## config.mk

```make
export PLATFORM = sky130hd
export DESIGN_NAME = fetch_unit
export DESIGN_NICKNAME = d
export VERILOG_FILES = /design/src/rtl/fetch_unit.sv
export SDC_FILE = /design/constraint.sdc
export NUM_CORES = 1
export LEC_CHECK = 0
export BUFFER_PORTS_ARGS = -buffer_cell sky130_fd_sc_hd__buf_2
export CAP_MARGIN = 30
export CORE_UTILIZATION = 59
export DETAILED_ROUTE_END_ITERATION = 8
export PLACE_DENSITY = 0.93
export SLEW_MARGIN = 20
export SYNTH_ARGS = -nofsm -noshare
export SYNTH_HDL_FRONTEND = slang
export SYNTH_SLANG_ARGS = --single-unit
```

## constraint.sdc

```tcl
create_clock -name clk -period 4.3 [get_ports clk]
set_clock_uncertainty 0.1 [all_clocks]
set_input_delay 0.645 -clock clk [delete_from_list [all_inputs] [get_ports clk]]
set_output_delay 0.645 -clock clk [all_outputs]
set_load 0.005 [all_outputs]
```

## src/rtl/fetch_unit.sv

```systemverilog
`default_nettype none
// ============================================================================
// Module   : fetch_unit
// Brief    : Instruction/operand byte fetcher. Reads opcodes and operand
//            bytes over a simple req/ack memory bus, folds the 0xCB prefix
//            into a single 16-bit-opcode presentation, maintains the PC and
//            handles redirects that arrive while a bus read is in flight.
// Revision : 1.0 - initial release
// ============================================================================
module fetch_unit (
    input  wire logic        clk,
    input  wire logic        rst_n,

    // memory bus
    output logic [15:0]      mem_addr,
    output logic             mem_rd,
    input  wire logic        mem_ack,
    input  wire logic [7:0]  mem_rdata,

    // control
    input  wire logic        fetch_req,
    input  wire logic        imm_req,
    input  wire logic        pc_load,
    input  wire logic [15:0] pc_load_val,
    input  wire logic        halt,

    // decode side
    output logic [7:0]       o_instr,
    output logic             o_is_instr16,
    output logic             o_instr_valid,
    input  wire logic        i_instr_ready,
    output logic [7:0]       o_imm,
    output logic             o_imm_valid,
    output logic [15:0]      o_pc
);

    localparam logic [7:0] c_cb_prefix = 8'hCB;

    typedef enum logic [2:0] {
        S_IDLE   = 3'd0,
        S_OP_RD  = 3'd1,
        S_CB_RD  = 3'd2,
        S_IMM_RD = 3'd3,
        S_HOLD   = 3'd4
    } state_t;

    state_t      r_state;
    state_t      w_state_nxt;

    logic [15:0] r_pc;
    logic [15:0] r_mem_addr;
    logic        r_mem_rd;
    logic [7:0]  r_instr;
    logic        r_is_instr16;
    logic        r_instr_valid;
    logic [7:0]  r_imm;
    logic        r_imm_valid;
    logic        r_pend_valid;
    logic [15:0] r_pend_val;

    logic [15:0] w_pc_nxt;
    logic [15:0] w_mem_addr_nxt;
    logic        w_mem_rd_nxt;
    logic [7:0]  w_instr_nxt;
    logic        w_is_instr16_nxt;
    logic        w_instr_valid_nxt;
    logic [7:0]  w_imm_nxt;
    logic        w_imm_valid_nxt;
    logic        w_pend_valid_nxt;
    logic [15:0] w_pend_val_nxt;

    logic [15:0] w_pc_inc;
    logic        w_redirect;
    logic [15:0] w_redirect_target;
    logic        w_handshake;

    // PC increment wraps 0xFFFF -> 0x0000 through natural 16-bit overflow.
    assign w_pc_inc = r_pc + 16'd1;

    // A redirect seen during a read is either already pending or arriving on
    // the ack edge itself; the newest value always wins.
    assign w_redirect        = r_pend_valid | pc_load;
    assign w_redirect_target = pc_load ? pc_load_val : r_pend_val;

    assign w_handshake = r_instr_valid & i_instr_ready;

    // State register.
    always_ff @(posedge clk or negedge rst_n) begin
        if (!rst_n) begin
            r_state <= S_IDLE;
        end else begin
            r_state <= w_state_nxt;
        end
    end

    // Next-state and next-value decode for every registered output.
    always_comb begin
        w_state_nxt       = r_state;
        w_pc_nxt          = r_pc;
        w_mem_addr_nxt    = r_mem_addr;
        w_mem_rd_nxt      = r_mem_rd;
        w_instr_nxt       = r_instr;
        w_is_instr16_nxt  = r_is_instr16;
        w_instr_valid_nxt = r_instr_valid;
        w_imm_nxt         = r_imm;
        w_imm_valid_nxt   = 1'b0;
        w_pend_valid_nxt  = r_pend_valid;
        w_pend_val_nxt    = r_pend_val;

        case (r_state)
            S_IDLE: begin
                // A stale mem_ack is simply not looked at here.
                if (pc_load) begin
                    w_pc_nxt          = pc_load_val;
                    w_instr_valid_nxt = 1'b0;
                end else if (!halt && fetch_req) begin
                    w_mem_addr_nxt = r_pc;
                    w_mem_rd_nxt   = 1'b1;
                    w_state_nxt    = S_OP_RD;
                end else if (!halt && imm_req) begin
                    w_mem_addr_nxt = r_pc;
                    w_mem_rd_nxt   = 1'b1;
                    w_state_nxt    = S_IMM_RD;
                end
            end

            S_OP_RD, S_CB_RD, S_IMM_RD: begin
                if (mem_ack) begin
                    if (w_redirect) begin
                        // Bus read finished but the data is stale: drop it.
                        w_pc_nxt         = w_redirect_target;
                        w_pend_valid_nxt = 1'b0;
                        w_mem_rd_nxt     = 1'b0;
                        w_state_nxt      = S_IDLE;
                    end else if (r_state == S_OP_RD && mem_rdata == c_cb_prefix) begin
                        // Prefix byte is swallowed; chain straight into the suffix read.
                        w_pc_nxt       = w_pc_inc;
                        w_mem_addr_nxt = w_pc_inc;
                        w_mem_rd_nxt   = 1'b1;
                        w_state_nxt    = S_CB_RD;
                    end else if (r_state == S_IMM_RD) begin
                        w_pc_nxt        = w_pc_inc;
                        w_imm_nxt       = mem_rdata;
                        w_imm_valid_nxt = 1'b1;
                        w_mem_rd_nxt    = 1'b0;
                        w_state_nxt     = S_IDLE;
                    end else begin
                        w_pc_nxt          = w_pc_inc;
                        w_instr_nxt       = mem_rdata;
                        w_is_instr16_nxt  = (r_state == S_CB_RD);
                        w_instr_valid_nxt = 1'b1;
                        w_mem_rd_nxt      = 1'b0;
                        w_state_nxt       = S_HOLD;
                    end
                end else if (pc_load) begin
                    w_pend_valid_nxt = 1'b1;
                    w_pend_val_nxt   = pc_load_val;
                end
            end

            S_HOLD: begin
                // Redirect owns the PC; the presented opcode is retired either way.
                if (pc_load) begin
                    w_pc_nxt          = pc_load_val;
                    w_instr_valid_nxt = 1'b0;
                    w_state_nxt       = S_IDLE;
                end else if (w_handshake) begin
                    w_instr_valid_nxt = 1'b0;
                    w_state_nxt       = S_IDLE;
                end
            end

            default: begin
                w_mem_rd_nxt      = 1'b0;
                w_instr_valid_nxt = 1'b0;
                w_pend_valid_nxt  = 1'b0;
                w_state_nxt       = S_IDLE;
            end
        endcase
    end

    // Datapath and output registers.
    always_ff @(posedge clk or negedge rst_n) begin
        if (!rst_n) begin
            r_pc          <= 16'h0000;
            r_mem_addr    <= 16'h0000;
            r_mem_rd      <= 1'b0;
            r_instr       <= 8'h00;
            r_is_instr16  <= 1'b0;
            r_instr_valid <= 1'b0;
            r_imm         <= 8'h00;
            r_imm_valid   <= 1'b0;
            r_pend_valid  <= 1'b0;
            r_pend_val    <= 16'h0000;
        end else begin
            r_pc          <= w_pc_nxt;
            r_mem_addr    <= w_mem_addr_nxt;
            r_mem_rd      <= w_mem_rd_nxt;
            r_instr       <= w_instr_nxt;
            r_is_instr16  <= w_is_instr16_nxt;
            r_instr_valid <= w_instr_valid_nxt;
            r_imm         <= w_imm_nxt;
            r_imm_valid   <= w_imm_valid_nxt;
            r_pend_valid  <= w_pend_valid_nxt;
            r_pend_val    <= w_pend_val_nxt;
        end
    end

    assign mem_addr      = r_mem_addr;
    assign mem_rd        = r_mem_rd;
    assign o_instr       = r_instr;
    assign o_is_instr16  = r_is_instr16;
    assign o_instr_valid = r_instr_valid;
    assign o_imm         = r_imm;
    assign o_imm_valid   = r_imm_valid;
    assign o_pc          = r_pc;

endmodule
`default_nettype wire

```

==> impl_metrics.json, run 1 <==
{
  "multi_input_area_um2": 1889,
  "grt_pass1_vias": 3143,
  "setup_viol": 0,
  "cp_max_fo": 23,
  "area_delta_synth_final_pct": 15.70,
  "combPwrFrac_pct": 38.3,
  "die_w_um": 82.77,
  "period_needed_ns": 2.928,
  "synthArstFlopShare_pct": 100.0,
  "slew_violations": 0,
  "worstReg2RegEnd": "o_instr[0]",
  "yosysMostFrequentCell": "dfrtp_1",
  "post-cts-setup-buffers": 0,
  "drc_errors": 0,
  "grt_max_degree": 38,
  "synth_fp_nets": 413,
  "synth_top_area_cell": "dfrtp_1",
  "relSlewSlack_pct": 42.35,
  "worstHoldPathType": "in -> async",
  "reg2regPathDepth": 4,
  "path_clk_slew_ns": 0.07,
  "initial_core_util_pct": 60.96,
  "syn_area_um2": 3849,
  "ys_types": 65,
  "p_leak_nw": 1.974,
  "final.setup.tns_ns": 0,
  "status": "finished clean",
  "hpwlAfterDp_mm": 7.081,
  "power_per_cell_area_nw_per_um2": 644.6,
  "r2r_start": "r_pend_valid",
  "design_area_um2": 4453,
  "path_class": "reg -> reg",
  "synthCells": 380,
  "rows": 29,
  "antenna_found_initial": 0,
  "synth_area_leaders": "dfrtp_1 (47%), mux2_2 (7.6%), a21oi_1 (3.6%)",
  "drt_iter0_markers": 563,
  "synth_enable_flop_cells": 0,
  "overflow": 0,
  "synth-main-ff-cell": "dfrtp_1",
  "cts_tree": "done",
  "yosysWarnings": 0,
  "place_area_um2": 4274,
  "vias": 3496,
  "io-pin-count": 84,
  "fmax_mhz": 341.6,
  "cts_resized": 0,
  "critPathRequiredTime_ns": 4.43,
  "vias_per_cell": 6.498,
  "fp.dieArea_um2": 6850,
  "n_antenna_cell": 0,
  "num-nets-final": 490,
  "ir_drop_mv": 0.3340,
  "yosys-top-cells-count": "dfrtp_1 (72), nor2_1 (33), nand2_1 (30), a21oi_1 (28), mux2_2 (26)",
  "clockPowerShare_pct": 16.4,
  "syn_area_per_cell_um2": 10.13,
  "cts-root-buf": "clkbuf_8",
  "first_pass_iters": 6,
  "core_area_um2": 6314,
  "net-switching-power_mw": 1.116,
  "clock-sinks": 72,
  "htreeDepth": 3,
  "power.internal_mw": 1.754,
  "placed_cells": 522,
  "seqCellArea_um2": 1802,
  "cts_made_buffers": 9,
  "critPathLaunchType": "flop",
  "clock_latency_ns": 0.34,
  "maxCapViolations": 0,
  "wl_per_cell_um": 18.45,
  "rsz0062_at_grt": "false",
  "synth_seq_area_share_pct": 46.81,
  "routed_wl_mm": 9.924,
  "synth-seq-cells": 72,
  "worst_pin_slew_ns": 0.8611,
  "grt_util_all_layers_pct": 31.26,
  "period_share_pct": 68.08,
  "hold_viol": 0,
  "globalplace.congestion": 0.9495,
  "power_frac_seq_pct": 45.2,
  "portBuffers": 83,
  "cp-end-kind": "flop",
  "ant_nets": 0,
  "switching_share_pct": 38.89,
  "cts_max_path_buffers": 2,
  "drive_gt1_share_pct": 33.19,
  "crit_arrival_ns": 3.05,
  "holdBufCountCts": 0,
  "synthDominantCellAreaShare_pct": 46.81,
  "fillers": 482,
  "r2r_slack_ns": 1.37,
  "die_h_um": 82.77,
  "layoutNonFillerInstCount": 538,
  "grt_first_pass_wirelength_mm": 15.84
}
-- per-layer routing --
layer | track usage (%) | part of all wire [%] | vias to the layer above
li1 | - | - | 1558
met1 | 44.64 | 41 | 1661
met2 | 46.89 | 47 | 249
met3 | 5.275 | 9.9 | 28
met4 | 13.10 | 2.5 | 0
met5 | 0 | 0 | -
-- critical path: stages, from the launching register on --
cell and delay, ns:
dfrtp_1 0.65, nor2_2 0.62, nand2_1 0.25, nor4b_4 0.77
mux2_2 0.42
-- power groups by stage --
| stage | sequential (mW) | clock, mW | combinational, mW |
|---|---|---|---|
| 2_1_floorplan | 1.20 | 0 | 0.735 |
| 3_3_place_gp | 1.28 | 0 | 1.03 |
| 3_5_place_dp | 1.30 | 0 | 1.08 |
| 4_1_cts | 1.29 | 0.476 | 1.09 |
| 5_1_grt | 1.34 | 0.508 | 1.23 |
| 6_report | 1.30 | 0.471 | 1.10 |
-- cell usage in the layout (no fill, tap or decap), drive strengths merged, types with 3 or more instances in the layout --
cell type / n
clkbuf: 11
o22a: 7
or4: 5
nand3: 10
a32oi: 4
buf: 89
nand4: 6
xor2: 4
dfrtp: 72
inv: 9
clkinv: 4
or2: 4
o211ai: 4
a31oi: 8
a21o: 3
o31ai: 4
a21oi: 30
nor3: 6
nand3b: 3
nand2b: 7
o22ai: 8
xnor2: 3
nor4: 4
or3: 6
nor2: 34
nand2: 30
a211o: 3
mux2: 32
o21ai: 24
-- stage by stage --
stage	worst slack (ns)	utilization, %	hold slack [ns]	total power, mW
3_5_place_dp	1.304	67.70	0.3665	2.373
4_1_cts	1.427	70.41	0.3140	2.847
2_1_floorplan	2.137	-	0.2494	1.933
6_report	1.372	70.53	0.2912	2.870
5_1_grt	1.218	70.53	0.3512	3.069
3_3_place_gp	1.390	67.58	0.3568	2.304
-- kinds of logic (layout without fill, tap and decap cells) --
family                     count (synthesis)  after routing  synth area share (%)
AOI/OAI and AO/OA                        114            114                 19.64
xor gates and xnor gates                   7              7                 1.593
adders and majority gates                  1              1                0.3250
buffers and inverters                     32            113                 4.096
DFF                                       72             72                 46.81
muxes                                     33             33                 10.21
and+or+nand+nor                          121            121                 17.33
-- final cells by class --
cell class,count,area share (%)
Sequential cell,72,40.46
Tap cell,77,2.164
Multi-Input combinational cell,276,42.43
Timing Repair Buffer,89,10.34
Inverter,9,0.7586
Clock inverter,4,0.4496
Clock buffer,11,3.400
-- sequential cells by signal, indices dropped and copies added (netlist names) --
register	count
r_pend_val	16
o_imm	8
r_state	3
o_imm_valid	1
o_instr_valid	1
mem_addr	16
r_pend_valid	1
o_instr	8
mem_rd	1
o_is_instr16	1
o_pc	16
-- worst max-delay path by stage --
| stage | start | to | slack (ns) | cells past startpoint |
|---|---|---|---|---|
| 6_report | r_pend_valid | o_instr[0] | 1.37 | 4 |
| 5_1_grt | r_pend_valid | o_instr[0] | 1.22 | 4 |
| 4_1_cts | r_pend_valid | o_instr[0] | 1.43 | 4 |
| 3_5_place_dp | pc_load | o_instr[0] | 1.30 | 5 |
| 3_3_place_gp | pc_load | o_instr[7] | 1.39 | 5 |
| 2_1_floorplan | pc_load | o_imm[0] | 2.14 | 5 |
(Power assumes the default switching activity.)
==> run 2, diff against run 1 <==
--- a/config.mk
+++ b/config.mk
@@ -5,11 +5,12 @@
 export SDC_FILE = /design/constraint.sdc
 export NUM_CORES = 1
 export LEC_CHECK = 0
+export ABC_AREA = 1
 export BUFFER_PORTS_ARGS = -buffer_cell sky130_fd_sc_hd__buf_2
 export CAP_MARGIN = 30
-export CORE_UTILIZATION = 59
+export CORE_UTILIZATION = 49
 export DETAILED_ROUTE_END_ITERATION = 8
-export PLACE_DENSITY = 0.93
+export PLACE_DENSITY = 0.83
 export SLEW_MARGIN = 20
 export SYNTH_ARGS = -nofsm -noshare
 export SYNTH_HDL_FRONTEND = slang
==> constraint.sdc (replaced) <==
create_clock -name clk -period 2.5 [get_ports clk]
set_clock_uncertainty 0.1 [all_clocks]
set_input_delay 0.375 -clock clk [delete_from_list [all_inputs] [get_ports clk]]
set_output_delay 0.375 -clock clk [all_outputs]
set_load 0.005 [all_outputs]
==> run 2 against run 1 <==
Sequential cell count is the same. Global-route usage shrank 5.4 points. Power grew 110%. Core utilization shrank 9.9 points. Count of clock-buffer cells in the layout shrank 2. Synthesized cell count grew 45%. Hold slack lost 0.12 ns. Largest cell class is now registers. Combinational power grew to 2.6 times the previous value. Register-to-register slack lost 1.2 ns. Highest routed layer unchanged.
==> impl_metrics.json, run 2 <==
{
  "vias": 3837,
  "synthArstFlopShare_pct": 100.0,
  "yosys-top-cells-count": "nand2_1 (194), o21ai_0 (75), dfrtp_1 (72), inv_1 (58), nor2_1 (36)",
  "worst_pin_slew_ns": 0.4791,
  "cts_max_path_buffers": 2,
  "syn_area_per_cell_um2": 7.142,
  "vias_per_cell": 5.171,
  "drive_gt1_share_pct": 20.00,
  "synth_enable_flop_cells": 0,
  "antenna_found_initial": 0,
  "fp.dieArea_um2": 8393,
  "layoutNonFillerInstCount": 742,
  "yosysMostFrequentCell": "nand2_1",
  "period_needed_ns": 2.291,
  "top_usage_layer": "met2",
  "syn_area_um2": 3935,
  "hold_viol": 0,
  "wl_per_cell_um": 13.84,
  "relSlewSlack_pct": 68.03,
  "synth_top_area_cell": "dfrtp_1",
  "fin_util_pct": 60.65,
  "grt_use_met3_pct": 4.229,
  "clock-sinks": 72,
  "place_area_um2": 4472,
  "synthCells": 551,
  "rows": 32,
  "maxCapViolations": 0,
  "path_clk_slew_ns": 0.09,
  "cp-end-kind": "flop",
  "power_per_cell_area_nw_per_um2": 1263,
  "yosysWarnings": 0,
  "drt_iter0_markers": 358,
  "rsz0062_at_grt": "false",
  "synth_fp_nets": 584,
  "synth_seq_area_share_pct": 45.79,
  "final.setup.tns_ns": 0,
  "cts_tree": "done",
  "hpwlAfterDp_mm": 7.449,
  "cp_max_fo": 23,
  "io-pin-count": 84,
  "p_leak_nw": 2.545,
  "crit_chain": "inv_2, nand2_4, nand2_4, inv_2, nand2_1, nand2_2, inv_2, a21oi_1, a21oi_1",
  "slew_violations": 0,
  "design_area_um2": 4687,
  "num-nets-final": 668,
  "routed_wl_mm": 10.27,
  "status": "finished clean",
  "fmax_mhz": 436.5,
  "place_ws_ns": 0.2816,
  "layout_common_cells": "nand2_1 (194), buf_2 (83), o21ai_0 (75), dfrtp_1 (72), inv_1 (58)",
  "critPathRequiredTime_ns": 2.65,
  "synth_area_leaders": "dfrtp_1 (46%), nand2_1 (19%), o21ai_0 (9.5%)",
  "clock_latency_ns": 0.37,
  "grt_pass1_vias": 3597,
  "r2r_slack_ns": 0.21,
  "cts_made_buffers": 9,
  "ys_types": 28,
  "die_w_um": 91.62,
  "path_common_cell": "inv_2",
  "placed_cells": 724,
  "period_share_pct": 91.64,
  "grt_max_degree": 41,
  "ant_nets": 0,
  "drc_errors": 0,
  "final_common_cell": "nand2_1",
  "synth-seq-cells": 72,
  "finalPower_mw": 5.920,
  "finalWorstSetupSlack_ns": 0.2091,
  "cts-root-buf": "clkbuf_8",
  "portBuffers": 83,
  "hold-worst-slack_ns": 0.1721,
  "synthDominantCellAreaShare_pct": 45.79,
  "crit_arrival_ns": 2.44,
  "path_class": "reg -> reg",
  "htreeDepth": 3,
  "fillers": 728,
  "overflow": 0,
  "core_area_um2": 7727,
  "setup_viol": 0,
  "die_h_um": 91.62,
  "ir_drop_mv": 0.5115,
  "area_delta_synth_final_pct": 19.11,
  "grt_util_all_layers_pct": 25.87,
  "cp_slowest_cell": "dfrtp_1",
  "grt_first_pass_wirelength_mm": 17.19,
  "globalplace.congestion": 0.9240,
  "globalRouteMet1Util_pct": 36.81,
  "critPathLaunchType": "flop",
  "n_antenna_cell": 0,
  "worstHoldPathType": "in -> reg",
  "first_pass_iters": 5,
  "cpPeakStageDelay_ns": 0.48,
  "globalRouteMet2Util_pct": 39.22,
  "initial_core_util_pct": 50.92,
  "synth-main-ff-cell": "dfrtp_1"
}
## run 2: cell types whose count changed in the layout (fill, tap and decap cells not counted), moves of 5 or more
| cell | change |
|---|---|
| nand2b_1 | -6 |
| nand2_1 | +164 |
| or3_1 | -6 |
| o22ai_1 | -7 |
| nand3_1 | +21 |
| inv_1 | +49 |
| inv_2 | +5 |
| mux2_2 | -26 |
| mux2_4 | -6 |
| o21ai_0 | +51 |
| a31oi_1 | -8 |
| o22a_1 | -7 |
## run 2: timing repair
action	in CTS	in global routing
hold endpoints to repair	0	5
hold buffers	0	1
setup buffers	0	0
resized for setup	0	0
## run 2: layout make-up
type	instances	area, µm²	area share, %
Sequential cell	72	1802	38.44
Multi-Input combinational cell	392	1775	37.88
Timing Repair Buffer	95	545.5	11.64
Inverter	65	251.5	5.366
Tap cell	102	127.6	2.723
Clock buffer	9	123.9	2.643
Clock inverter	7	61.31	1.308
## run 2: kinds of logic after synthesis
logic type | count (synthesis) | share of synthesized area (%)
compound gates | 107 | 14.09
xor+xnor | 7 | 1.558
fa+ha+maj | 1 | 0.3179
buf+inv | 87 | 9.094
flops | 72 | 45.79
simple gates | 277 | 29.16
## run 2: critical path, delay by kind of cell, from the launching register on
kind	cells	cell delay [ns]
compound gates	2	0.27
buf+inv	3	0.54
flops	1	0.48
simple gates	4	0.76
## run 2: power breakdown
group,switching [mW],internal (mW),total (mW)
clock,0.527,0.381,0.908
sequential,0.452,1.69,2.15
combinational,1.80,1.06,2.87
total,2.78,3.14,5.92
## run 2: layer usage
layer  wire length [µm]  vias to the layer above  part of all wire, %
li1                   -                     1907                    -
met1               4810                     1757                   47
met2               4647                      152                   45
met3                588                       21                  5.7
met4                223                        0                  2.2
met5                  0                        -                    0
## run 2: worst paths after layout
check,startpoint,endpoint,cells past startpoint
max reg2reg,r_state[1],o_pc[9],9
max,r_state[1],o_pc[9],9
min in group asynchronous,rst_n,o_instr[0],2
min,mem_rdata[4],o_instr[4],3
max in group asynchronous,rst_n,o_instr[5],4
min reg2reg,mem_addr[3],mem_addr[3],2
